$ cat src/rtl/bcrypt_sched.sv
`default_nettype none
// ============================================================================
// Module   : bcrypt_sched
// Purpose  : EksBlowfish schedule sequencer for the bcrypt core. Walks the
//            salted INIT expand, 2^cost key/salt expand pairs and the 64x3
//            ciphertext encryption, issuing one datapath strobe per cycle.
// Revision : 1.0 - initial release
// ============================================================================
module bcrypt_sched #(
  parameter int ROUNDS   = 16,
  parameter int COST_MIN = 4
) (
  input  logic        en_clk_2,
  input  logic        reset_l,
  input  logic        start,
  input  logic [4:0]  cost,
  input  logic        sbox_wr_ready,
  output logic        rnd_en,
  output logic        salt_xor,
  output logic        p_xor,
  output logic        salt_key_sel,
  output logic [8:0]  psel,
  output logic        sbox_we,
  output logic [9:0]  sbox_wr_addr,
  output logic        ct_load,
  output logic [1:0]  phase,
  output logic        busy,
  output logic        done,
  output logic        err
);

  // Round counter only needs to reach ROUNDS-1.
  localparam int              RW           = (ROUNDS > 1) ? $clog2(ROUNDS) : 1;
  localparam logic [RW-1:0]   C_RND_LAST   = RW'(ROUNDS - 1);
  localparam logic [RW-1:0]   C_RND_ONE    = RW'(1);
  localparam logic [9:0]      C_BLK_P_LAST = 10'd8;    // blocks 0..8 refill the P-array
  localparam logic [9:0]      C_BLK_LAST   = 10'd520;  // 9 P blocks + 512 S-box blocks
  localparam logic [9:0]      C_SBOX_BASE  = 10'd9;
  localparam logic [7:0]      C_CT_LAST    = 8'd191;   // 64 iterations x 3 ciphertext blocks

  localparam logic [1:0] PH_INIT = 2'd0;
  localparam logic [1:0] PH_KEY  = 2'd1;
  localparam logic [1:0] PH_SALT = 2'd2;
  localparam logic [1:0] PH_CT   = 2'd3;

  typedef enum logic [2:0] {
    S_IDLE    = 3'd0,
    S_PXOR    = 3'd1,
    S_ENC     = 3'd2,
    S_WRP     = 3'd3,
    S_WRS     = 3'd4,
    S_CTENC   = 3'd5,
    S_CTSHIFT = 3'd6,
    S_DONE    = 3'd7
  } state_t;

  state_t          r_state;
  logic [4:0]      r_cost;
  logic [31:0]     r_loop;
  logic [9:0]      r_blk;
  logic [RW-1:0]   r_rnd;
  logic [7:0]      r_ct;

  logic [31:0]     w_loop_max;
  logic            w_init;

  // Last loop index; cost = 31 gives 0x7FFF_FFFF, so the 32-bit compare never wraps.
  assign w_loop_max = (32'd1 << r_cost) - 32'd1;
  // The salt is folded into L/R only during the INIT expand pass.
  assign w_init     = (phase == PH_INIT);

  // Schedule FSM; every output is registered and describes the state entered on this edge.
  always_ff @(posedge en_clk_2 or negedge reset_l) begin
    if (!reset_l) begin
      r_state      <= S_IDLE;
      r_cost       <= '0;
      r_loop       <= '0;
      r_blk        <= '0;
      r_rnd        <= '0;
      r_ct         <= '0;
      rnd_en       <= 1'b0;
      salt_xor     <= 1'b0;
      p_xor        <= 1'b0;
      salt_key_sel <= 1'b0;
      psel         <= '0;
      sbox_we      <= 1'b0;
      sbox_wr_addr <= '0;
      ct_load      <= 1'b0;
      phase        <= PH_INIT;
      busy         <= 1'b0;
      done         <= 1'b0;
      err          <= 1'b0;
    end else begin
      rnd_en       <= 1'b0;
      salt_xor     <= 1'b0;
      p_xor        <= 1'b0;
      salt_key_sel <= 1'b0;
      psel         <= '0;
      sbox_we      <= 1'b0;
      ct_load      <= 1'b0;
      done         <= 1'b0;
      err          <= 1'b0;

      case (r_state)
        S_IDLE: begin
          if (start) begin
            if (cost >= 5'(COST_MIN)) begin
              r_cost       <= cost;
              r_loop       <= '0;
              r_blk        <= '0;
              r_ct         <= '0;
              sbox_wr_addr <= '0;
              phase        <= PH_INIT;
              busy         <= 1'b1;
              p_xor        <= 1'b1;
              r_state      <= S_PXOR;
            end else begin
              err <= 1'b1;
            end
          end
        end

        S_PXOR: begin
          r_rnd    <= '0;
          rnd_en   <= 1'b1;
          salt_xor <= w_init;
          r_state  <= S_ENC;
        end

        S_ENC: begin
          if (r_rnd == C_RND_LAST) begin
            if (r_blk <= C_BLK_P_LAST) begin
              psel    <= 9'd1 << r_blk;
              r_state <= S_WRP;
            end else begin
              sbox_we      <= 1'b1;
              sbox_wr_addr <= (r_blk - C_SBOX_BASE) << 1;
              r_state      <= S_WRS;
            end
          end else begin
            r_rnd  <= r_rnd + C_RND_ONE;
            rnd_en <= 1'b1;
          end
        end

        S_WRP: begin
          r_blk    <= r_blk + 10'd1;
          r_rnd    <= '0;
          rnd_en   <= 1'b1;
          salt_xor <= w_init;
          r_state  <= S_ENC;
        end

        S_WRS: begin
          if (!sbox_wr_ready) begin
            sbox_we <= 1'b1;
          end else if (r_blk != C_BLK_LAST) begin
            r_blk    <= r_blk + 10'd1;
            r_rnd    <= '0;
            rnd_en   <= 1'b1;
            salt_xor <= w_init;
            r_state  <= S_ENC;
          end else begin
            r_blk        <= '0;
            sbox_wr_addr <= '0;
            case (phase)
              PH_INIT: begin
                phase   <= PH_KEY;
                p_xor   <= 1'b1;
                r_state <= S_PXOR;
              end
              PH_KEY: begin
                phase        <= PH_SALT;
                p_xor        <= 1'b1;
                salt_key_sel <= 1'b1;
                r_state      <= S_PXOR;
              end
              default: begin
                if (r_loop == w_loop_max) begin
                  phase   <= PH_CT;
                  r_ct    <= '0;
                  r_rnd   <= '0;
                  rnd_en  <= 1'b1;
                  r_state <= S_CTENC;
                end else begin
                  r_loop  <= r_loop + 32'd1;
                  phase   <= PH_KEY;
                  p_xor   <= 1'b1;
                  r_state <= S_PXOR;
                end
              end
            endcase
          end
        end

        S_CTENC: begin
          if (r_rnd == C_RND_LAST) begin
            ct_load <= 1'b1;
            r_state <= S_CTSHIFT;
          end else begin
            r_rnd  <= r_rnd + C_RND_ONE;
            rnd_en <= 1'b1;
          end
        end

        S_CTSHIFT: begin
          if (r_ct == C_CT_LAST) begin
            done    <= 1'b1;
            r_state <= S_DONE;
          end else begin
            r_ct    <= r_ct + 8'd1;
            r_rnd   <= '0;
            rnd_en  <= 1'b1;
            r_state <= S_CTENC;
          end
        end

        S_DONE: begin
          busy    <= 1'b0;
          phase   <= PH_INIT;
          r_state <= S_IDLE;
        end

        default: begin
          r_state <= S_IDLE;
        end
      endcase
    end
  end

endmodule
`default_nettype wire

$ cat config.mk
export PLATFORM = sky130hd
export DESIGN_NAME = bcrypt_sched
export DESIGN_NICKNAME = d
export VERILOG_FILES = /design/src/rtl/bcrypt_sched.sv
export SDC_FILE = /design/constraint.sdc
export NUM_CORES = 1
export LEC_CHECK = 0
export BUFFER_PORTS_ARGS = -buffer_cell sky130_fd_sc_hd__buf_2
export CAP_MARGIN = 25
export CORE_MARGIN = 2
export CORE_UTILIZATION = 65
export CTS_CLUSTER_DIAMETER = 40
export CTS_CLUSTER_SIZE = 40
export DETAILED_ROUTE_END_ITERATION = 10
export PLACE_DENSITY = 0.87
export RECOVER_POWER = 100
export SYNTH_ARGS = -nofsm -noshare
export SYNTH_HDL_FRONTEND = slang
export SYNTH_SLANG_ARGS = --single-unit
$ cat constraint.sdc
create_clock -name en_clk_2 -period 5.7 [get_ports en_clk_2]
set_input_delay 0.57 -clock en_clk_2 [delete_from_list [all_inputs] [get_ports en_clk_2]]
set_output_delay 0.57 -clock en_clk_2 [all_outputs]
set_load 0.03 [all_outputs]
**Yosys cells after proc, flatten, opt, wreduce, memory -nomap -nowiden**

Cells that the tools add are included.
Widths: inputs -> output; s select.

- Add/subtract/negate cells: 6
- $mul: 0
- Divide/modulo/power cells: 0
- Magnitude comparators: 2
- Equal/unequal tests: 26
- Shifts and indexed selects: 2
- Mux-type cells: 88
- Bitwise gates (word level): 0
- Reductions and logical operators: 21

Operators with widths:

| kind | count |
|---|---|
| $mux 32 | 6 |
| $mux 10 | 8 |
| $pmux 32 s2 | 1 |
| $pmux 10 s3 | 2 |
| $mux 8 | 7 |
| $add 32x1->32 const B | 1 |
| $eq 32x32->1 | 1 |
| $shl 1x5->32 const A | 1 |
| $sub 32x1->32 const B | 1 |
| $mux 1 | 30 |
| $mux 3 | 9 |
| $mux 9 | 3 |
| $mux 4 | 6 |
| $ne 2x2->1 const B | 12 |
| $pmux 8 s3 | 1 |
| $pmux 3 s7 | 1 |
| $pmux 4 s4 | 1 |
| $reduce_and 7->1 | 2 |
| $eq 3x3->1 const B | 4 |
| $mux 2 | 6 |
| $reduce_bool 3->1 | 4 |
| $add 10x1->10 const B | 1 |
| $le 10x4->1 const B | 1 |
| $ne 10x10->1 const B | 1 |
| other kinds (25) | 35 |

- Flip-flop bits (word level): 92
- Latch bits: 0
- Memory bits (writable): 0
- Bits in read-only memories: 0
- Input bits: 9
- Output and inout bits: 30
- Word-level logic and storage cells: 163
- Memories kept: 0

**Depth between registers and ports, before layout**

- Depth in word-level cells: 8
- Mapped depth: 15
- Mapped depth without buffers: 12

**Worst setup path after synthesis**

No wires, ideal clock.

- Kind: register to register
- Start: reg r_cost[0]
- End: reg r_ct[4]
- Setup time: 124 ps
- Data arrival time: 3305 ps
- Data required time: 5576 ps
- Path slack: 2271 ps
- Cell stages (with the launch flop): 14
- Path buffers: 3
- Period minus slack after synthesis: 3429 ps
- Cell sequence: dfrtp_1 clkbuf_1 clkbuf_1 nand2b_1 ha_1 clkbuf_1 inv_1 a21o_1 o31a_1 nor4b_2 nand4_1 o21ai_1 nand3_2 a211o_1

- Longest elaborated chain between the ends: 5

Ends and longest elaborated chain:

| item | line | RTL |
|---|---|---|
| from (decl) | 58 | `logic [4:0] r_cost;` |
| from (signal assigned) | 108 | `r_cost <= cost;` |
| $shl 1x5->32 | 68 | `assign w_loop_max = (32'd1 << r_cost) - 32'd1;` |
| $sub 32x1->32 | 68 |  |
| $eq 32x32->1 | 179 | `if (r_loop == w_loop_max) begin` |
| $ne 2x2->1 (no source line) | -- |  |
| $reduce_and 8->1 (no source line) | -- |  |
| to (signal assigned) | 211 | `r_ct <= r_ct + 8'd1;` |
| to (decl) | 62 | `logic [7:0] r_ct;` |

No other way between the ends.
A chain may end at the register's enable or synchronous reset.

**Worst setup path after layout**

- Start: reg r_cost[4]
- End: reg r_loop[20]

- Longest elaborated chain between the ends: 5

Ends and longest elaborated chain:

| item | line | RTL |
|---|---|---|
| $shl 1x5->32 | 68 |  |
| $sub 32x1->32 | 68 |  |
| $eq 32x32->1 | 179 |  |
| $ne 2x2->1 (no source line) | -- |  |
| $reduce_and 7->1 (no source line) | -- |  |
| to (signal assigned) | 186 | `r_loop <= r_loop + 32'd1;` |
| to (decl) | 59 | `logic [31:0] r_loop;` |

No other way between the ends.

==> results.cfg <==
[outcome]
violations = max-capacitance violations, max-slew violations
status = finished with violations

[global_route]
grt_max_degree = 59
overflow = 0
antenna_found_initial = 0
grt_pass1_vias = 5118
grt_usage_pct = 30.07
grt_pass1_wl_mm = 24.09

[detailed_routing]
vias_per_cell = 6.643
first_pass_iters = 5
wl_per_cell_um = 17.44
final_antenna_net_count = 0
drtIter0Drc = 470
wl_mm = 14.25
vias = 5427
drc = 0

[yosys]
synth_cell_types = 75
synth_cells = 695
yosysSeqAreaShare_pct = 38.67
syn_area_per_cell_um2 = 8.474
synth_flop_cell = dfrtp_1
ys_ff_latch = 91
synth-edff-count = 0
syn_area_um2 = 5889
synthArstFlopShare_pct = 100.0
syn_nets = 710
yosysWarnings = 0

[placement]
hpwl_mm = 10.19
portBuffers = 37
routabilityCongestion = 0.9685

[timing]
fmax_mhz = 207.0
relSlewSlack_pct = -14.95
rsz0062_at_grt = false
hold-worst-slack_ns = 0.3678
worst_pin_slew_ns = 1.724
finalSetupTns_ns = 0
min_period_ns = 4.830
min_period_over_period_pct = 84.75
final-max-slew-violation-count = 70
finalHoldViolations = 0
setup_viol = 0
skew_ns = 0.02001

[layout]
multi_input_area_um2 = 3281
area_growth_pct = 4.780
drive_gt1_share_pct = 7.475
nNetsFinal = 719
regArea_um2 = 2277
antenna_cells = 0
fill_cells = 704
final_core_util_pct = 70.42

[clock_tree]
clock_path_buffers = 2
cts_buffers = 9
cts_setup_buffers = 0
root_buffer = clkbuf_8
cts_sinks = 91
cts.repair.resized = 0
tritoncts = done
clkTransAtPathRegs_ns = 0.10
hold_buffers = 0
clock_latency_ns = 0.38
cts_max_level = 3

[power_and_ir_drop]
p_int_mw = 1.380
p_leak_nw = 2.576
switching_share_pct = 44.18
ir_drop_mv = 0.3045
p_sw_mw = 1.093
pwr-share-seq_pct = 36.4
power.density_nw_per_um2 = 400.8
power_frac_clock_pct = 19.1
pwr-share-comb_pct = 44.5

[floorplan]
rows = 34
start_util_pct = 67.20
ios = 39
die_y_um = 99.19
fp.dieW_um = 99.19
die_area_um2 = 9838
core-area_um2 = 8763

[worst_setup_path]
critPathCaptureType = flop
start_kind = flop
path_class = flop to flop
crit_arrival_ns = 5.15
path_max_fanout = 26
cp_data_required_time_ns = 6.02
timing.rr.start = r_cost[4]$_DFFE_PN0P_
startpoint = r_cost[4]$_DFFE_PN0P_

[flow_run]
drv_cap = 2

[min_path]
hold_class = primary input to flop
hold_start = cost[1]
## power by group through the flow
stage	sequential (mW)	combinational [mW]	clock, mW
floorplan	0.867	0.903	0
global placement	0.900	1.07	0
detailed placement	0.906	1.11	0
CTS	0.893	1.11	0.477
global route	0.919	1.21	0.503
finish	0.899	1.10	0.473
## worst max-delay path: stages, from the launching register on
cell,delay (ns)
dfrtp_1,0.57
buf_4,0.30
nor4_1,0.79
nand2b_1,0.16
ha_1,0.43
o21ai_0,0.23
xor3_1,0.38
nand4b_1,0.16
a211oi_2,0.08
a41o_1,0.30
a21oi_1,0.77
or4b_1,0.51
nand2_1,0.08
## worst paths after layout
| check | end | cells after the start | slack [ns] |
|---|---|---|---|
| min | r_cost[1]$_DFFE_PN0P_ | 3 | 0.37 |
| min in group asynchronous | sbox_wr_addr[9]$_DFFE_PN0P_ | 1 | 0.62 |
| max | r_loop[20]$_DFFE_PN0P_ | 12 | 0.87 |
| max reg2reg | r_loop[20]$_DFFE_PN0P_ | 12 | 0.87 |
| max in group asynchronous | r_loop[3]$_DFFE_PN0P_ | 2 | 3.52 |
| min reg2reg | sbox_wr_addr[5]$_DFFE_PN0P_ | 1 | 0.49 |
## cell families (layout without fill, tap and decap cells)
| group | after synthesis | count (layout) | share of synthesized area, % |
|---|---|---|---|
| and+or+nand+nor | 319 | 319 | 28.60 |
| buffers and inverters | 66 | 80 | 4.929 |
| muxes | 4 | 4 | 0.7223 |
| xor gates and xnor gates | 32 | 32 | 5.247 |
| DFF | 91 | 91 | 38.67 |
| adders and majority gates | 6 | 6 | 1.275 |
| AOI/OAI and AO/OA | 176 | 176 | 20.50 |
| other | 1 | 1 | 0.06367 |
## metal layers
layer | vias up | share of wire [%] | GRT usage, %
li1 | 2541 | - | -
met3 | 41 | 5.9 | 5.481
met4 | 0 | 2.7 | 11.59
met1 | 2649 | 40 | 37.43
met2 | 196 | 51 | 52.13
met5 | - | 0 | 0
## state kept, by name (all words and copies together) (netlist names), 2 cells and up
name	cells
phase	2
psel	9
r_blk	10
r_cost	5
r_ct	8
r_loop	32
r_rnd	4
r_state	3
sbox_wr_addr	9
## layout by cell type, fill, tap and decap left out, types with 7 or more instances in the layout
| master | instances |
|---|---|
| xnor2_1 | 22 |
| and3_1 | 14 |
| a21oi_1 | 41 |
| o31ai_1 | 17 |
| or4_1 | 13 |
| xor2_1 | 8 |
| nand2_1 | 81 |
| nor2_1 | 58 |
| clkbuf_8 | 10 |
| buf_2 | 7 |
| nor4_1 | 8 |
| nand3b_1 | 8 |
| nand3_1 | 32 |
| a31o_2 | 7 |
| and2_1 | 9 |
| o21ai_0 | 41 |
| nand4_1 | 11 |
| a21o_1 | 8 |
| inv_1 | 20 |
| nand2b_1 | 14 |
| dfrtp_1 | 91 |
| a211o_1 | 9 |
| o211ai_1 | 8 |
| or3_1 | 21 |
| clkbuf_1 | 32 |
| nor3_1 | 16 |
## synthesized netlist by cell type (4+ instances only)
cell type | count | area, um^2
buf_1 | 4 | 15.01
a21o_1 | 8 | 60.06
nor4_1 | 7 | 43.79
a211o_1 | 9 | 78.83
a31o_2 | 7 | 61.31
or4_1 | 13 | 97.59
nand4_1 | 11 | 68.82
nor3_1 | 16 | 80.08
dfrtp_1 | 91 | 2277
o31a_1 | 4 | 35.03
o21ai_0 | 40 | 200.2
ha_1 | 6 | 75.07
buf_2 | 10 | 50.05
nand2_1 | 81 | 304.0
nand2b_1 | 14 | 87.58
nor2b_1 | 6 | 37.54
clkbuf_1 | 26 | 97.59
o31ai_1 | 17 | 127.6
a21oi_1 | 40 | 200.2
or2_2 | 6 | 37.54
xor2_1 | 8 | 70.07
o211ai_1 | 8 | 60.06
and3_1 | 14 | 87.58
and2_1 | 11 | 68.82
nand3_1 | 31 | 155.2
inv_1 | 20 | 75.07
nor2_1 | 58 | 217.7
or3_1 | 21 | 131.4
xnor2_1 | 22 | 192.7
o21ai_1 | 4 | 20.02
a31oi_1 | 5 | 31.28
nand3b_1 | 8 | 60.06
o22ai_1 | 4 | 25.02
## cell type report
type | instances | share of cell area (%)
Clock buffer | 10 | 2.230
Multi-Input combinational cell | 538 | 53.16
Tap cell | 108 | 2.190
Sequential cell | 91 | 36.90
Timing Repair Buffer | 43 | 3.001
Inverter | 21 | 1.277
Clock inverter | 6 | 1.237
## stage by stage
| stage | setup WS [ns] | instance area [um^2] | std cells | total power [mW] |
|---|---|---|---|---|
| after floorplan | 2.271 | 5889 | 695 | 1.770 |
| after global placement | 1.709 | 6046 | 801 | 1.975 |
| after detailed placement | 1.450 | 6046 | 801 | 2.017 |
| after CTS | 1.420 | 6260 | 817 | 2.485 |
| after global routing | 0.5793 | 6171 | 817 | 2.635 |
| final | 0.8695 | 6171 | 817 | 2.473 |
Note: power is estimated with default switching activity, not from simulation.
